<file path="src/rtl/base_ram_1r1w.sv">
// Storage for base_fifo_vr: width x depth entries, one synchronous write
// port and one asynchronous read port. Contents are never reset.
module base_ram_1r1w #(
    parameter int width = 8,
    parameter int depth = 4,
    parameter int aw    = $clog2(depth)
) (
    input  logic             clk,
    input  logic             wr_en,
    input  logic [aw-1:0]    wr_addr,
    input  logic [0:width-1] wr_data,
    input  logic [aw-1:0]    rd_addr,
    output logic [0:width-1] rd_data
);

    logic [0:width-1] mem_reg [depth];

    // Write the addressed entry on a push; other entries hold their value.
    always_ff @(posedge clk) begin
        if (wr_en) begin
            mem_reg[wr_addr] <= wr_data;
        end
    end

    // Asynchronous read so the head entry falls through to the output.
    assign rd_data = mem_reg[rd_addr];

endmodule

</file>
<file path="src/rtl/base_fifo_vr.sv">
// base_fifo_vr: first-word-fall-through valid/ready FIFO. Ready and valid
// are functions of the registered count only, so neither side sees a
// combinational path from the other. No empty bypass: a pushed word is
// visible one edge later.
module base_fifo_vr #(
    parameter int width     = 8,
    parameter int depth     = 4,
    parameter int afull_lvl = depth - 1
) (
    input  logic                      clk,
    input  logic                      reset,
    input  logic                      i_v,
    input  logic [0:width-1]          i_d,
    output logic                      i_r,
    output logic                      o_v,
    output logic [0:width-1]          o_d,
    input  logic                      o_r,
    output logic [$clog2(depth):0]    o_cnt,
    output logic                      o_afull
);

    localparam int aw = $clog2(depth);

    localparam logic [aw:0]   full_cnt  = (aw + 1)'(depth);
    localparam logic [aw:0]   afull_cnt = (aw + 1)'(afull_lvl);
    localparam logic [aw:0]   cnt_one   = (aw + 1)'(1);
    localparam logic [aw-1:0] ptr_one   = aw'(1);

    logic [aw-1:0] wr_ptr_reg, wr_ptr_next;
    logic [aw-1:0] rd_ptr_reg, rd_ptr_next;
    logic [aw:0]   cnt_reg,    cnt_next;
    logic          push;
    logic          pop;

    // Handshake qualifiers; both sides see only registered-state outputs.
    assign i_r     = (cnt_reg != full_cnt);
    assign o_v     = (cnt_reg != '0);
    assign o_cnt   = cnt_reg;
    assign o_afull = (cnt_reg >= afull_cnt);

    assign push = i_v & i_r;
    assign pop  = o_v & o_r;

    // Next-state for pointers and occupancy; pointers wrap naturally at depth.
    always_comb begin
        wr_ptr_next = wr_ptr_reg;
        rd_ptr_next = rd_ptr_reg;
        cnt_next    = cnt_reg;
        if (push) begin
            wr_ptr_next = wr_ptr_reg + ptr_one;
        end
        if (pop) begin
            rd_ptr_next = rd_ptr_reg + ptr_one;
        end
        case ({push, pop})
            2'b10:   cnt_next = cnt_reg + cnt_one;
            2'b01:   cnt_next = cnt_reg - cnt_one;
            default: cnt_next = cnt_reg;
        endcase
    end

    // Pointer and count state, cleared asynchronously so entries are discarded.
    always_ff @(posedge clk or negedge reset) begin
        if (!reset) begin
            wr_ptr_reg <= '0;
            rd_ptr_reg <= '0;
            cnt_reg    <= '0;
        end else begin
            wr_ptr_reg <= wr_ptr_next;
            rd_ptr_reg <= rd_ptr_next;
            cnt_reg    <= cnt_next;
        end
    end

    base_ram_1r1w #(
        .width (width),
        .depth (depth),
        .aw    (aw)
    ) u_ram (
        .clk     (clk),
        .wr_en   (push),
        .wr_addr (wr_ptr_reg),
        .wr_data (i_d),
        .rd_addr (rd_ptr_reg),
        .rd_data (o_d)
    );

endmodule

</file>
<file path="config.mk">
export PLATFORM = sky130hd
export DESIGN_NAME = base_fifo_vr
export DESIGN_NICKNAME = d
export VERILOG_FILES = /design/src/rtl/base_ram_1r1w.sv /design/src/rtl/base_fifo_vr.sv
export SDC_FILE = /design/constraint.sdc
export NUM_CORES = 1
export LEC_CHECK = 0
export ABC_CLOCK_PERIOD_IN_PS = 2600
export CAP_MARGIN = 20
export CORE_MARGIN = 2
export CORE_UTILIZATION = 52
export DETAILED_ROUTE_END_ITERATION = 7
export GPL_ROUTABILITY_DRIVEN = 0
export HOLD_SLACK_MARGIN = 0.08
export PLACE_DENSITY_LB_ADDON = 0.15
export SYNTH_ARGS = -nofsm -noshare
export SYNTH_HDL_FRONTEND = slang
export SYNTH_SLANG_ARGS = --single-unit
</file>
<file path="constraint.sdc">
create_clock -name clk -period 2.6 [get_ports clk]
set_input_delay 0.26 -clock clk [delete_from_list [all_inputs] [get_ports clk]]
set_output_delay 0.26 -clock clk [all_outputs]
set_load 0.02 [all_outputs]
</file>
# ---- Word-level counts from Yosys, hierarchy flattened
# Memories as Yosys holds them, arrays and structs flattened.
# Index checks and enable logic that the tools add are counted.
dict set report totals {
  ff_bits 7
  mem_bits_rw 32
  in_bits 12
  output_inout_bits 14
  word_cells 19
  mem_count 1
}
# name words word_bits read_ports rd_clocked_by_memory_dff write_ports line_no
set memory_table {}
lappend memory_table {u_ram.mem_reg 4 8 1 0 1 base_ram_1r1w.sv:16} ;# logic [0:width-1] mem_reg [depth];
dict set report classes {
  addsub 4
  n_lt_le_gt_ge 1
  n_eq_ne 3
  n_mux 3
  bitwise_logic 2
  reduce_logical 2
}
# cell n
set ops {}
lappend ops {{one-hot mux 3 bit (2 select lines)} 1}
lappend ops {{adder 2 x 1 -> 2 bit (second input constant)} 2}
lappend ops {{adder 3 x 1 -> 3 bit (second input constant)} 1}
lappend ops {{>= comparator 3 x 2 -> 1 bit (second input constant)} 1}
lappend ops {{inequality test 3 bit (second input constant)} 1}
lappend ops {{nonzero test 3 bit} 1}
lappend ops {{subtractor 3 x 1 -> 3 bit (second input constant)} 1}
lappend ops {{AND 1 bit} 2}
lappend ops {{== test 2 x 1 -> 1 bit (second input constant)} 1}
lappend ops {{== test 2 bit (second input constant)} 1}
lappend ops {{two-way mux 1 bit} 2}
lappend ops {{nonzero test 2 bit} 1}

# ---- Depth between registers and ports, before layout
# Gate-level depths: netlist of run 1.
dict set report logic_depth {
  ltp_word 4
  mapped_depth 9
  depth_no_buf 9
}

# ---- Hierarchy
# A second synthesis of run 1 with hierarchy kept.
dict set report hier_totals {
  cells_unflattened 75
  area_unflattened_um2 1549.0
}
# mod instances cells_per_inst area_each_um2 seq_area_each_um2
set modules_own_cells {}
lappend modules_own_cells {base_ram_1r1w 1 46 1188.6 960.9}
lappend modules_own_cells {base_fifo_vr 1 29 360.3 175.2}

# ---- Worst setup path after synthesis of run 1
# OpenSTA, ideal clock, no wires.
dict set report synth_path {
  kind {reg2reg}
  from {register cnt_reg[0] (netlist: o_cnt[0])}
  to {register cnt_reg[2] (netlist: o_cnt[2])}
  setup_ps 80
  t_arrival_ps 2170
  t_required_ps 2520
  path_slack_ps 350
  path_stages_with_launch 10
  synth_period_minus_slack_ps 2250
  cell_sequence {dfrtp_1 or3b_4 and2_4 inv_1 ha_1 inv_1 fa_1 xor2_1 nor2_1 xor2_1}
}
dict set report synth_via {
  elab_chain_cells 4
  elab_cells_between_ends 10
  classes_between {add/sub: 2; eq/ne: 3; mux: 1; bitwise: 2; reduce/logical: 2}
}
# element line_no
set synth_lines {}
lappend synth_lines {{start: declaration} base_fifo_vr.sv:31} ;# logic [aw:0] cnt_reg, cnt_next;
lappend synth_lines {{start signal: assignment} base_fifo_vr.sv:71} ;# cnt_reg <= cnt_next;
lappend synth_lines {{inequality test 3 bit (*)} base_fifo_vr.sv:36} ;# assign i_r = (cnt_reg != full_cnt);
lappend synth_lines {{via i_r} base_fifo_vr.sv:14} ;# output logic i_r,
lappend synth_lines {{AND 1 bit (*)} base_fifo_vr.sv:41} ;# assign push = i_v & i_r;
lappend synth_lines {{== test 2 x 1 -> 1 bit / == test 2 bit (equally long branches)} base_fifo_vr.sv:55} ;# case ({push, pop})
lappend synth_lines {{one-hot mux 3 bit (2 select lines) / nonzero test 2 bit (equally long branches)} --}
# Mark *: on every way through the listed nets, which the timed path passes. The rest lies on a longest branch.
# A chain may end at the register's enable or synchronous reset.

# ---- Final worst setup path of run 1
dict set report layout_path {
  from {register rd_ptr_reg[0]}
  to {output o_d[4] (netlist name)}
}
dict set report layout_via {
  elab_chain_cells 1
}
# element line_no
set layout_lines {}
lappend layout_lines {{start: declaration} base_fifo_vr.sv:30} ;# logic [aw-1:0] rd_ptr_reg, rd_ptr_next;
lappend layout_lines {{start signal: assignment} base_fifo_vr.sv:70} ;# rd_ptr_reg <= rd_ptr_next;
lappend layout_lines {{memory read (4 x 8 bit)} --}
lappend layout_lines {{end: declaration} base_fifo_vr.sv:16} ;# output logic [0:width-1] o_d,
# No other way between the ends.

==> results.toml, run 1 <==
[status]
status = "complete, no violations"

[placed_design]
placed_cells = 137
port_buffers = 25

[sta]
setup_violations = 0
drv_slew = 0
rsz0062_at_grt = "false"
finalHoldViolCount = 0
period_minus_slack_ns = 2.34
worstMarginPinSlew_ns = 0.418
setup_tns_ns = 0
fin_worst_skew_ns = 0.0128
fmax_mhz = 427
max-slew-margin-rel = 0.721
period_share = 0.901

[global_routing]
overflow = 0
grt_pass1_wl_mm = 3.85
grt_max_degree = 14
grt_pass1_vias = 789
antenna_found_initial = 0
grt_usage = 0.162

[synthesis]
synth-main-ff-cell = "edfxtp_1"
yosysTopAreaCell = "edfxtp_1"
yosysUniqueCellTypes = 20
synth-edff-count = 32
yosys-top-cells-count = "edfxtp_1, mux4_2, dfrtp_1"
yosys_warnings = 0
synth_top_area_share = 0.604
avgSynthCellArea_sq_um = 19.9
yosysSeqAreaShare = 0.714
syn_nets = 98
synth_area_sq_um = 1590
synthTopCellsByArea = "edfxtp_1, mux4_2, dfrtp_1"
post-synth-top-count-cell = "edfxtp_1"
syn_inst = 80
async_flop_share = 0.179
synth-seq-cells = 39

[floorplanning]
ioPinCount = 26
dieWidth_microns = 59.3
core_sq_um = 2980
row_count = 20
initial_utilization = 0.534
die-area_sq_um = 3520
die_y_microns = 59.3

[layout]
antennaDiodeCount = 0
multi_input_area_sq_um = 424
syn_to_final_growth_pct = 23.3
final_cells = 145
regArea_sq_um = 1140
fill_cells = 217
drive_gt1_frac = 0.241
largest_reg_flops = 32
nets = 129

[clock_network]
hold_buffers = 0
ctsResizeCount = 0
cts.sinks = 39
h-tree-depth = 2
clockRootBuffer = "clkbuf_4"
cts_tree = "built"
clock_latency_ns = 0.35
clockBufferDepth = 2
clk_pin_slew_worst_paths_ns = 0.12
cts_buffers = 5
post_cts_buffers = 0

[pwr]
pwr_density_cell_nw_per_um2 = 1190
p_leak_nw = 0.726
power.total_mw = 2.33
ir_drop_mv = 0.577

[critical_path]
startpoint_type = "flip-flop"
critPathMaxFanout = 8
reg2reg_to = "o_cnt[2]$_DFFE_PN0P_"
critPathArrivalTime_ns = 2.08
reg2reg_depth = 9
r2r_start = "o_cnt[0]$_DFFE_PN0P_"
endpoint_kind = "primary output"
reg2reg_setup_slack_ns = 0.36
crit_type = "flip-flop to primary output"
cp.required_ns = 2.34

[routing]
wl_met3_microns = 123
postRouteAntennaNets = 0
wl_mm = 2.52
vias = 795
routed.top_layer = "met4"
via_per_inst = 5.48
drt_first_pass_iters = 4
drc_errors = 0
wl_met1_mm = 1.11
wire_per_inst_microns = 17.4
drtIter0Drc = 11
route.met2.wl_mm = 1.23

[flow_run]
maxCapViolations = 0

[min_path]
hold_path.class = "input port to asynchronous set/reset pin"
cells by family (layout without fill, tap and decap cells):
logic type,after synthesis,in the layout,synth area share
DFF,39,39,0.714
muxes,10,10,0.129
and+or+nand+nor,9,9,0.0409
buffers and inverters,8,40,0.0196
adders and majority gates,6,6,0.0519
xor gates and xnor gates,6,6,0.0330
AOI/OAI and AO/OA,2,2,0.0118
critical path, cell delays in order, from the launching register on:
cell	delay (ns)
dfrtp_1	0.43
buf_4	0.23
mux4_2	0.52
clkdlybuf4s50_1	0.56
report_power, final:
part           switching (mW)  internal [mW]  total (mW)
clock                   0.208          0.202       0.410
sequential              0.115          0.846       0.961
combinational           0.448          0.510       0.958
area by class of cell:
class | instances | share of cell area
inverters | 6 | 0.0115
clock inverters | 3 | 0.0223
well taps | 33 | 0.0210
multi-input cells | 33 | 0.216
flip-flops and latches | 39 | 0.579
repair buffers | 26 | 0.131
clock buffers | 5 | 0.0191
cell usage in the layout (no fill, tap or decap), drive strengths merged:
cell            n
edfxtp         32
mux2            1
or3b            1
a21o            1
clkbuf          5
fa              1
and2            1
xnor2           3
clkdlybuf4s50  25
xor2            3
o31a            1
clkinv          2
inv             6
nor2            1
mux4            8
or3             1
buf             1
dfrtp           7
bufinv          1
and3            4
ha              5
nand2           1
mux2i           1
through the flow:
stage               instance area [sq um]  utilization  setup slack (ns)  hold slack (ns)
finish                               1960        0.659             0.256            0.161
global placement                     1880        0.632             0.449            0.537
detailed placement                   1880        0.632             0.388            0.550
global route                         1960        0.659             0.147            0.169
floorplan                            1590            -             0.350          -0.0356
CTS                                  1960        0.659             0.230            0.167
worst max-delay path by stage:
stage                         startpoint                   end  slack [ns]  cells after the start
2_1_floorplan       o_cnt[0]$_DFFE_PN0P_  o_cnt[2]$_DFFE_PN0P_        0.35                      9
3_3_place_gp        o_cnt[0]$_DFFE_PN0P_  o_cnt[2]$_DFFE_PN0P_        0.45                      9
3_5_place_dp        o_cnt[0]$_DFFE_PN0P_  o_cnt[2]$_DFFE_PN0P_        0.39                      9
4_1_cts        rd_ptr_reg[0]$_DFFE_PN0P_                o_d[7]        0.23                      3
5_1_grt        rd_ptr_reg[0]$_DFFE_PN0P_                o_d[7]        0.15                      3
6_report       rd_ptr_reg[0]$_DFFE_PN0P_                o_d[4]        0.26                      3
layer usage:
| layer | global-route usage | vias to the layer above |
|---|---|---|
| met5 | 0 | - |
| met4 | 0.0974 | 0 |
| met3 | 0.0524 | 6 |
| met2 | 0.231 | 22 |
| met1 | 0.218 | 399 |
| li1 | - | 368 |
(Power assumes the default switching activity.)
==> run 2: changes to the inputs <==
--- a/config.mk
+++ b/config.mk
@@ -9,9 +9,9 @@
 export CAP_MARGIN = 20
 export CORE_MARGIN = 2
 export CORE_UTILIZATION = 52
+export CTS_BUF_LIST = sky130_fd_sc_hd__clkbuf_8 sky130_fd_sc_hd__clkbuf_16
 export DETAILED_ROUTE_END_ITERATION = 7
 export GPL_ROUTABILITY_DRIVEN = 0
-export HOLD_SLACK_MARGIN = 0.08
 export PLACE_DENSITY_LB_ADDON = 0.15
 export SYNTH_ARGS = -nofsm -noshare
 export SYNTH_HDL_FRONTEND = slang
==> run 2 against run 1 <==
Effect of this change:
- first-iteration DRC count unchanged
- global-route usage is essentially flat
- die area did not move
- largest power group unchanged
- routed wire length is 0.91% lower
- register-to-register slack about the same
- critical endpoint unchanged
- clock power increased by 21%
- sequential cell count did not move
- clock-buffer cell count is the same
- power grew 3.8%
- worst setup slack better by 0.078 ns
==> results.toml, run 2 (synthesis gave the netlist of run 1 again) <==
[status]
status = "complete, no violations"

[layout]
fill_cells = 209
final_common_cell = "edfxtp_1"
syn_to_final_growth_pct = 25.3
final_cell_mix = "edfxtp_1, clkdlybuf4s50_1, mux4_2"
utilization = 0.670
multi_input_area_sq_um = 424
nets = 129
antennaDiodeCount = 0
regArea_sq_um = 1140
drive_gt1_frac = 0.241
largest_reg_flops = 32

[routing]
wire_per_inst_microns = 17.2
vias = 794
drt_first_pass_iters = 4
drtIter0Drc = 11
via_per_inst = 5.48
wl_mm = 2.50
postRouteAntennaNets = 0
drc_errors = 0

[sta]
drv_slew = 0
timing.final.ws_setup_ns = 0.334
hold_ws_ns = 0.234
finalHoldViolCount = 0
period_minus_slack_ns = 2.27
max-slew-margin-rel = 0.715
worstMarginPinSlew_ns = 0.428
period_share = 0.872
setup_tns_ns = 0
fin_worst_skew_ns = 0.00844
fmax_mhz = 441
rsz0062_at_grt = "false"
setup_violations = 0

[clock_network]
post_cts_buffers = 0
clock_latency_ns = 0.29
hold_buffers = 0
cts.sinks = 39
clockRootBuffer = "clkbuf_8"
cts_buffers = 5
h-tree-depth = 2
cts_tree = "built"
clk_pin_slew_worst_paths_ns = 0.07
ctsResizeCount = 0
clockBufferDepth = 2

[critical_path]
crit_buf_inv = 2
reg2reg_setup_slack_ns = 0.37
cp.required_ns = 2.34
worstPathCellList = "buf_4, mux4_2, clkdlybuf4s50_1"
endpoint_kind = "primary output"
crit_type = "flip-flop to primary output"
slowest_stage = "clkdlybuf4s50_1"
critPathArrivalTime_ns = 2.01
startpoint_type = "flip-flop"
max_stage_delay_ns = 0.56
critPathMaxFanout = 8
crit_family = "buffers and inverters"

[floorplanning]
die-area_sq_um = 3520
row_count = 20
die_y_microns = 59.3
core_sq_um = 2980
dieWidth_microns = 59.3
initial_utilization = 0.534
ioPinCount = 26

[placed_design]
place_ws_ns = 0.388
port_buffers = 25

[pwr]
ir_drop_mv = 0.564
p_leak_nw = 0.739
pwr_density_cell_nw_per_um2 = 1210
power.total_mw = 2.42

[global_routing]
grt_pass1_wl_mm = 3.86
antenna_found_initial = 0
grt_max_degree = 14
grt_usage = 0.163
grt_pass1_vias = 786
overflow = 0

[flow_run]
maxCapViolations = 0

[min_path]
hold_path.class = "input port to asynchronous set/reset pin"
-- run 2: through the flow --
stage,instance area (sq um),cells
CTS,1990,145
floorplan,1590,80
finish,1990,145
global route,1990,145
global placement,1880,137
detailed placement,1880,137
-- run 2: metal layers --
metal / wire length, microns / vias up / share of wire / track usage
li1: - / 366 / - / -
met2: 1260 / 17 / 0.50 / 0.232
met5: 0 / - / 0 / 0
met1: 1090 / 406 / 0.44 / 0.218
met3: 112 / 5 / 0.045 / 0.0590
met4: 38 / 0 / 0.015 / 0.0877
-- run 2: cell type report --
| cell class | instances | area share |
|---|---|---|
| Inverter | 6 | 0.0113 |
| Clock inverter | 3 | 0.0220 |
| Multi-Input combinational cell | 33 | 0.213 |
| Clock buffer | 5 | 0.0345 |
| Tap cell | 33 | 0.0207 |
| Sequential cell | 39 | 0.570 |
| Timing Repair Buffer | 26 | 0.129 |
-- run 2: report_power, final --
part           internal, mW  switching [mW]
Combinational         0.510           0.449
Clock                 0.286           0.211
Sequential            0.847           0.114
-- run 2: path summary, 6_finish.rpt --
kind,startpoint,end,cells past startpoint
worst min-delay path,reset,o_cnt[0]$_DFFE_PN0P_,1
worst max-delay path,rd_ptr_reg[0]$_DFFE_PN0P_,o_d[4],3
worst max register to register,o_cnt[0]$_DFFE_PN0P_,o_cnt[2]$_DFFE_PN0P_,9
max in group asynchronous,reset,wr_ptr_reg[0]$_DFFE_PN0P_,1
worst min register to register,o_cnt[2]$_DFFE_PN0P_,o_cnt[2]$_DFFE_PN0P_,1
min in group clk,o_cnt[2]$_DFFE_PN0P_,o_cnt[2]$_DFFE_PN0P_,1
==> run 3: changes to the inputs <==
--- a/config.mk
+++ b/config.mk
@@ -5,7 +5,7 @@
 export SDC_FILE = /design/constraint.sdc
 export NUM_CORES = 1
 export LEC_CHECK = 0
-export ABC_CLOCK_PERIOD_IN_PS = 2600
+export ABC_CLOCK_PERIOD_IN_PS = 2200
 export CAP_MARGIN = 20
 export CORE_MARGIN = 2
 export CORE_UTILIZATION = 52
==> constraint.sdc (replaced) <==
create_clock -name clk -period 2.2 [get_ports clk]
set_input_delay 0.22 -clock clk [delete_from_list [all_inputs] [get_ports clk]]
set_output_delay 0.22 -clock clk [all_outputs]
set_load 0.02 [all_outputs]
==> run 3 against run 2 <==
Effect of this change:
- cell area up 0.69%
- clock power is 13% lower
- power grew 15%
- first-iteration DRC count is 55% higher
- worst setup slack worse by 0.27 ns
- critical endpoint is now o_cnt[2]$_DFFE_PN0P_
- sequential power grew 16%
==> results.toml, run 3 (synthesis gave the netlist of run 1 again) <==
[layout]
fin_area_sq_um = 2010
antennaDiodeCount = 0
final_common_cell = "edfxtp_1"
drive_gt1_frac = 0.291
final_cell_mix = "edfxtp_1, clkdlybuf4s50_1, mux4_2"
final_cells = 150
largest_reg_flops = 32
utilization = 0.674
nets = 134
syn_to_final_growth_pct = 26.2

[sta]
setup_violations = 0
fin_worst_skew_ns = 0.00440
hold_ws_ns = 0.207
drv_slew = 0
setup_tns_ns = 0
timing.final.ws_setup_ns = 0.0672
finalHoldViolCount = 0
period_minus_slack_ns = 2.13
fmax_mhz = 469
period_share = 0.969
worstMarginPinSlew_ns = 0.430
max-slew-margin-rel = 0.713

[clock_network]
clockRootBuffer = "clkbuf_8"
cts_tree = "built"
h-tree-depth = 2
clk_pin_slew_worst_paths_ns = 0.07
clock_latency_ns = 0.28
hold_buffers = 0
clockBufferDepth = 2
cts.sinks = 39
cts_buffers = 5

[routing]
via_per_inst = 5.29
wl_mm = 2.48
drt_first_pass_iters = 4
drc_errors = 0
postRouteAntennaNets = 0
wire_per_inst_microns = 16.5
vias = 794
drtIter0Drc = 17

[critical_path]
crit_type = "flip-flop to flip-flop"
max_stage_delay_ns = 0.42
cp.required_ns = 2.40
slowest_stage = "dfrtp_2"
critPathMaxFanout = 4
startpoint_type = "flip-flop"
worstPathCellList = "or3b_4, and2_4, inv_1, ha_2, inv_1, fa_2, xor2_1, nor2_1, xor2_1"
critPathArrivalTime_ns = 2.33
endpoint_kind = "flip-flop"

[floorplanning]
initial_utilization = 0.534
die-area_sq_um = 3520
dieWidth_microns = 59.3
core_sq_um = 2980
die_y_microns = 59.3
row_count = 20
ioPinCount = 26

[status]
status = "complete, no violations"

[global_routing]
grt_max_degree = 12
overflow = 0
grt_pass1_wl_mm = 3.89
grt_pass1_vias = 833
grt_usage = 0.164
antenna_found_initial = 0

[pwr]
p_int_mw = 1.88
power_switching_mw = 0.906
power.total_mw = 2.79
sw_frac_of_total = 0.325
combPwrFrac = 0.449
pwr_density_cell_nw_per_um2 = 1390
p_clk_frac = 0.155
pwr-share-seq = 0.396
p_leak_nw = 0.743
ir_drop_mv = 0.802

[placed_design]
place_area_sq_um = 1920
port_buffers = 25
placed_cells = 141
place_ws_ns = 0.0194
dp.final_hpwl_mm = 1.78

[flow_run]
maxCapViolations = 0

[min_path]
hold_path.class = "input port to asynchronous set/reset pin"
## run 3: final cells by class
class | count | area [sq um]
multi-input cells | 33 | 429
clock buffers | 5 | 68.8
repair buffers | 31 | 295
inverters | 6 | 22.5
well taps | 33 | 41.3
clock inverters | 3 | 11.3
fillers | 217 | 970
flip-flops and latches | 39 | 1140
## run 3: worst max-delay path, delay by kind of cell, from the launching register on
family                   cells  cell delay, ns
AND/OR/NAND/NOR              3            0.70
adder cells (fa/ha/maj)      2            0.51
flip-flops                   1            0.42
XOR/XNOR                     2            0.31
buffers and inverters        2            0.11
## run 3: routing by layer
layer  GRT usage  vias up  part of all wire
li1            -      374                 -
met1       0.189      397              0.43
met2       0.284       19              0.52
met3      0.0480        4             0.035
met4      0.0682        0             0.015
met5           0        -                 0
## run 3: power by group through the flow
stage                     sequential, mW  clock [mW]  combinational, mW
after floorplan                     1.13           0              0.727
after global placement              1.11           0               1.22
after detailed placement            1.13           0               1.25
after CTS                           1.11       0.446               1.25
after global routing                1.12       0.472               1.36
final                               1.11       0.433               1.25
## run 3: final timing paths
kind,to,cells after the start,slack [ns],from
worst max-delay path,o_cnt[2]$_DFFE_PN0P_,9,0.07,o_cnt[1]$_DFFE_PN0P_
worst min-delay path,wr_ptr_reg[0]$_DFFE_PN0P_,1,0.21,reset
worst max register to register,o_cnt[2]$_DFFE_PN0P_,9,0.07,o_cnt[1]$_DFFE_PN0P_
worst min register to register,o_cnt[2]$_DFFE_PN0P_,2,0.59,o_cnt[2]$_DFFE_PN0P_
max in group asynchronous,o_cnt[0]$_DFFE_PN0P_,1,1.72,reset
min in group clk,u_ram.mem_reg[2][2]$_DFFE_PP_,1,0.58,i_d[5]
## run 3: repair_timing
action,CTS,global route
buffers inserted,0,1
resized for setup,0,2
endpoints found under the setup margin,0,1
